[src/rtl/hyperbus_responder.sv]
// HyperBus responder: CA capture, fixed 2x latency, linear burst
// to a single-port word memory, plus a read-only ID register space.
module hyperbus_responder #(
    parameter int          ADDR_WIDTH = 16,
    parameter int          LATENCY    = 6,
    parameter logic [15:0] ID_REG     = 16'h0C81
) (
    input  logic                  clk_i,
    input  logic                  rst_ni,
    input  logic                  cs_ni,
    input  logic [15:0]           dq_i,
    input  logic [1:0]            rwds_i,
    output logic [15:0]           dq_o,
    output logic                  dq_oe_o,
    output logic                  rwds_o,
    output logic                  rwds_oe_o,
    output logic                  mem_req_o,
    output logic                  mem_we_o,
    output logic [ADDR_WIDTH-1:0] mem_addr_o,
    output logic [15:0]           mem_wdata_o,
    output logic [1:0]            mem_be_o,
    input  logic [15:0]           mem_rdata_i
);

    typedef enum logic [2:0] {
        IDLE, CA, LAT, RD, WR, REGWR, HOLD
    } state_t;

    localparam logic [3:0] LAST_LAT = 4'(2 * LATENCY - 1);

    state_t state_q, state_d;
    logic [3:0] cnt_q, cnt_d;
    logic [1:0] hdr_q, hdr_d;
    logic [28:0] ahi_q, ahi_d;
    logic [ADDR_WIDTH-1:0] addr_q, addr_d;
    logic armed_q, armed_d;

    logic dq_oe_d, rwds_d, rwds_oe_d;
    logic req_d, we_d;
    logic [ADDR_WIDTH-1:0] maddr_d;
    logic [15:0] wdata_d;
    logic [1:0] be_d;

    always_comb begin
        state_d   = state_q;
        cnt_d     = cnt_q;
        hdr_d     = hdr_q;
        ahi_d     = ahi_q;
        addr_d    = addr_q;
        armed_d   = armed_q | cs_ni;
        dq_oe_d   = 1'b0;
        rwds_d    = 1'b0;
        rwds_oe_d = 1'b0;
        req_d     = 1'b0;
        we_d      = 1'b0;
        maddr_d   = mem_addr_o;
        wdata_d   = mem_wdata_o;
        be_d      = 2'b00;
        if (cs_ni && state_q != IDLE) begin
            state_d = IDLE;
        end else begin
            unique case (state_q)
                IDLE: begin
                    if (!cs_ni && armed_q) begin
                        state_d       = CA;
                        cnt_d         = 4'd1;
                        hdr_d         = dq_i[15:14];
                        ahi_d[28:16]  = dq_i[12:0];
                        rwds_oe_d     = 1'b1;
                        rwds_d        = 1'b1;
                    end
                end
                CA: begin
                    rwds_oe_d = 1'b1;
                    rwds_d    = 1'b1;
                    if (cnt_q == 4'd1) begin
                        ahi_d[15:0] = dq_i;
                        cnt_d       = 4'd2;
                    end else begin
                        addr_d = ADDR_WIDTH'({ahi_q, dq_i[2:0]});
                        cnt_d  = 4'd3;
                        // register writes carry their word with no latency
                        if (!hdr_q[1] && hdr_q[0])
                            state_d = REGWR;
                        else
                            state_d = LAT;
                    end
                end
                LAT: begin
                    rwds_oe_d = hdr_q[1];
                    cnt_d     = cnt_q + 4'd1;
                    if (cnt_q == LAST_LAT) begin
                        if (hdr_q[1]) begin
                            state_d = RD;
                            req_d   = !hdr_q[0];
                            maddr_d = addr_q;
                            addr_d  = addr_q + 1'b1;
                        end else begin
                            state_d = WR;
                        end
                    end
                end
                RD: begin
                    rwds_oe_d = 1'b1;
                    rwds_d    = 1'b1;
                    dq_oe_d   = 1'b1;
                    req_d     = !hdr_q[0];
                    maddr_d   = addr_q;
                    addr_d    = addr_q + 1'b1;
                end
                WR: begin
                    req_d   = 1'b1;
                    we_d    = 1'b1;
                    maddr_d = addr_q;
                    wdata_d = dq_i;
                    be_d    = ~rwds_i;
                    addr_d  = addr_q + 1'b1;
                end
                REGWR: state_d = HOLD;
                HOLD: state_d = HOLD;
                default: state_d = IDLE;
            endcase
        end
    end

    always_ff @(posedge clk_i or negedge rst_ni) begin
        if (!rst_ni) begin
            state_q     <= IDLE;
            cnt_q       <= '0;
            hdr_q       <= '0;
            ahi_q       <= '0;
            addr_q      <= '0;
            armed_q     <= 1'b0;
            dq_oe_o     <= 1'b0;
            rwds_o      <= 1'b0;
            rwds_oe_o   <= 1'b0;
            mem_req_o   <= 1'b0;
            mem_we_o    <= 1'b0;
            mem_addr_o  <= '0;
            mem_wdata_o <= '0;
            mem_be_o    <= '0;
        end else begin
            state_q     <= state_d;
            cnt_q       <= cnt_d;
            hdr_q       <= hdr_d;
            ahi_q       <= ahi_d;
            addr_q      <= addr_d;
            armed_q     <= armed_d;
            dq_oe_o     <= dq_oe_d;
            rwds_o      <= rwds_d;
            rwds_oe_o   <= rwds_oe_d;
            mem_req_o   <= req_d;
            mem_we_o    <= we_d;
            mem_addr_o  <= maddr_d;
            mem_wdata_o <= wdata_d;
            mem_be_o    <= be_d;
        end
    end

    // read data arrives one cycle after the request, so it is muxed, not re-registered
    assign dq_o = dq_oe_o ? (hdr_q[0] ? ID_REG : mem_rdata_i) : 16'h0000;

endmodule

[config.mk]
export PLATFORM = sky130hd
export DESIGN_NAME = hyperbus_responder
export DESIGN_NICKNAME = d
export VERILOG_FILES = /design/src/rtl/hyperbus_responder.sv
export SDC_FILE = /design/constraint.sdc
export NUM_CORES = 1
export LEC_CHECK = 0
export BUFFER_PORTS_ARGS = -buffer_cell sky130_fd_sc_hd__buf_2
export CAP_MARGIN = 25
export CORE_MARGIN = 8
export CORE_UTILIZATION = 25
export CTS_BUF_LIST = sky130_fd_sc_hd__clkbuf_2
export DETAILED_ROUTE_END_ITERATION = 7
export GPL_TIMING_DRIVEN = 0
export PLACE_DENSITY = 0.47
export SETUP_SLACK_MARGIN = 0.05
export SYNTH_ARGS = -nofsm -noshare
export SYNTH_HDL_FRONTEND = slang
export SYNTH_SLANG_ARGS = --single-unit
[constraint.sdc]
create_clock -name clk_i -period 3.4 [get_ports clk_i]
set_input_delay 0.68 -clock clk_i [delete_from_list [all_inputs] [get_ports clk_i]]
set_output_delay 0.68 -clock clk_i [all_outputs]
set_load 0.005 [all_outputs]
==> results.cfg <==
[clock_tree]
cts_post_setup_buffers_inserted = 0
clock-root-buffer = clkbuf_2
cts_sinks = 78
cts_buffer_depth = 2
clk_latency_ns = 0.54
cts_made_buffers = 9
clkTransAtPathRegs_ns = 0.20
cts_tree = done
htreeDepth = 3

[route]
drtIter0Drc = 180
drcViolationCount = 0
wl_per_cell_um = 15.93
drt-pass1-iter-count = 4
ant_nets = 0
wl_mm = 10.49
vias = 3178
avgViaCountPerCell = 4.830

[worst_setup_path]
reg2reg_slack_ns = 0.99
crit_type = reg2out
cp.arrival_ns = 1.89
crit_fanout = 10
worstSetupStartpointType = register
critPathRequiredTime_ns = 2.72
critPathCaptureType = primary output

[synthesis]
synth-main-ff-cell = dfrtp_1
async_reset_ff_share_pct = 100.0
synth_area_mm2 = 0.003790
syn-num-nets = 402
synth-seq-cells = 78
yosys-top-cells-area = dfrtp_1 52%, mux2_2 6.8%, nand2_1 5.6%, mux2_1 3.0%, a2111oi_0 2.5%
synth_cells = 362
yosysUniqueCellTypes = 51
synth_edf_count = 0
yosysTopAreaCell = dfrtp_1
netlist.area_leader.share_pct = 51.50
avgSynthCellArea_um2 = 10.47
synth-seq-area-share_pct = 51.50
yosysWarnings = 0

[power_and_ir_drop]
ir_worst_vdd_uv = 329.6
power.leakage_nw = 2.118
p_per_area_mw_per_mm2 = 873.1

[finish]
final_common_cell = buf_2
final_cell_mix = 98 x buf_2, 78 x dfrtp_1, 57 x nand2_1, 23 x mux2_2
fin_cells = 658
area_growth_pct = 22.68
multi_input_area_mm2 = 0.001699
seq_area_mm2 = 0.001952
n_antenna_cell = 0
design_area_mm2 = 0.004649
final_nets = 505
drive_gt1_share_pct = 31.28
n_fill_cell = 1565

[timing]
rsz0062_at_grt = no
drv_slew = 0
period_needed_ns = 2.573
finalCritPeriodShare_pct = 75.68
finalSetupViolCount = 0
hold_viol = 0
timing.hold.ws_ns = 0.2724
worst_slew_pin_slew_ns = 0.9216
fin_setup_tns_ns = 0
finClkSkew_ns = 0.03360
max_freq_ghz = 0.3886
slew_headroom_pct = 38.05

[die]
die_area_mm2 = 0.01936
core_mm2 = 0.01503
initial_core_util_pct = 25.21
die_h_um = 139.1
ios = 92
rows = 45
fp.dieW_um = 139.1

[global_route]
grt_pass1_wl_mm = 17.52
antenna_found_initial = 1
grt_usage_pct = 11.13
grt_remaining_overflow = 0
grt_pass1_vias = 3339
grt_max_degree = 48

[placed_design]
dp.cells = 641
hpwl_mm = 7.955
dpl_cell_area_mm2 = 0.004506
gp_congestion = 0.8039
port_buffers = 90

[outcome]
status = finished clean

[job]
maxCapViolCount = 0

[worst_hold_path]
hold_path.class = in2reg
flip-flops by register name, indices dropped and copies added (netlist names):
signal       count
mem_addr_o      16
rwds_o           1
ahi_q           13
mem_be_o         2
mem_req_o        1
cnt_q            4
armed_q          1
hdr_q            2
state_q          3
addr_q          16
rwds_oe_o        1
mem_wdata_o     16
mem_we_o         1
dq_oe_o          1
Yosys cell counts (9+ instances only):
cell / n
o21ai_0: 12
a21oi_1: 9
nand2_1: 57
buf_2: 9
clkbuf_1: 13
mux2_1: 10
mux2_2: 23
dfrtp_1: 78
a2111oi_0: 11
nor3_1: 9
and2_1: 13
timing repair:
action,4_1_cts,5_1_grt
setup endpoints to repair,0,0
gates resized for setup,0,0
hold buffers,1,0
endpoints found under the hold margin,9,0
critical path: stages (launching register included):
cell and delay, ns:
dfrtp_1 0.40, clkbuf_1 0.23, nor2b_1 0.21, clkbuf_1 0.26
and2_1 0.17, buf_2 0.11
stage by stage:
| stage | total power [mW] | setup slack [ns] | utilization (%) |
|---|---|---|---|
| global placement | 3.509 | 0.9974 | 29.77 |
| floorplan | 2.853 | 1.369 | - |
| detailed placement | 3.548 | 1.017 | 29.97 |
| finish | 4.060 | 0.8269 | 30.93 |
| global route | 4.431 | 0.5599 | 30.93 |
| CTS | 4.130 | 0.7154 | 30.93 |
final timing paths:
kind | cells after the start | start | end
worst min register to register | 2 | mem_wdata_o[0] | mem_wdata_o[0]
worst max register to register | 5 | state_q[0] | addr_q[14]
worst max-delay path | 5 | hdr_q[0] | dq_o[12]
min in group asynchronous | 2 | rst_ni | mem_addr_o[9]
max in group asynchronous | 3 | rst_ni | state_q[0]
worst min-delay path | 2 | rwds_i[1] | mem_be_o[1]
layout make-up:
type | instances | share of cell area, %
clock inverter | 7 | 1.911
tap | 188 | 5.059
sequential | 78 | 41.98
multi-input combinational | 253 | 36.54
buffer | 26 | 2.583
timing repair buffer | 92 | 10.55
inverter | 5 | 0.4037
clock buffer | 9 | 0.9688
power by group:
| part | switching [mW] | internal (mW) |
|---|---|---|
| combinational | 0.995 | 0.847 |
| sequential | 0.314 | 1.34 |
| clock | 0.327 | 0.238 |
| total | 1.64 | 2.42 |
metal layers:
metal / track usage (%) / part of all wire (%)
met1: 12.93 / 42
met2: 18.66 / 49
met3: 4.062 / 7.2
met4: 3.697 / 1.7
met5: 0 / 0.095
cell families (layout without fill, tap and decap cells):
| kind of cell | count (synthesis) | in the layout | synth area share [%] |
|---|---|---|---|
| multiplexers | 34 | 34 | 10.07 |
| AO/OA/AOI/OAI | 79 | 79 | 15.25 |
| AND/OR/NAND/NOR | 137 | 137 | 18.52 |
| adder cells (fa/ha/maj) | 3 | 3 | 0.9905 |
| flip-flops | 78 | 78 | 51.50 |
| buffers and inverters | 31 | 139 | 3.664 |
Power figures use the tool's default switching activity.
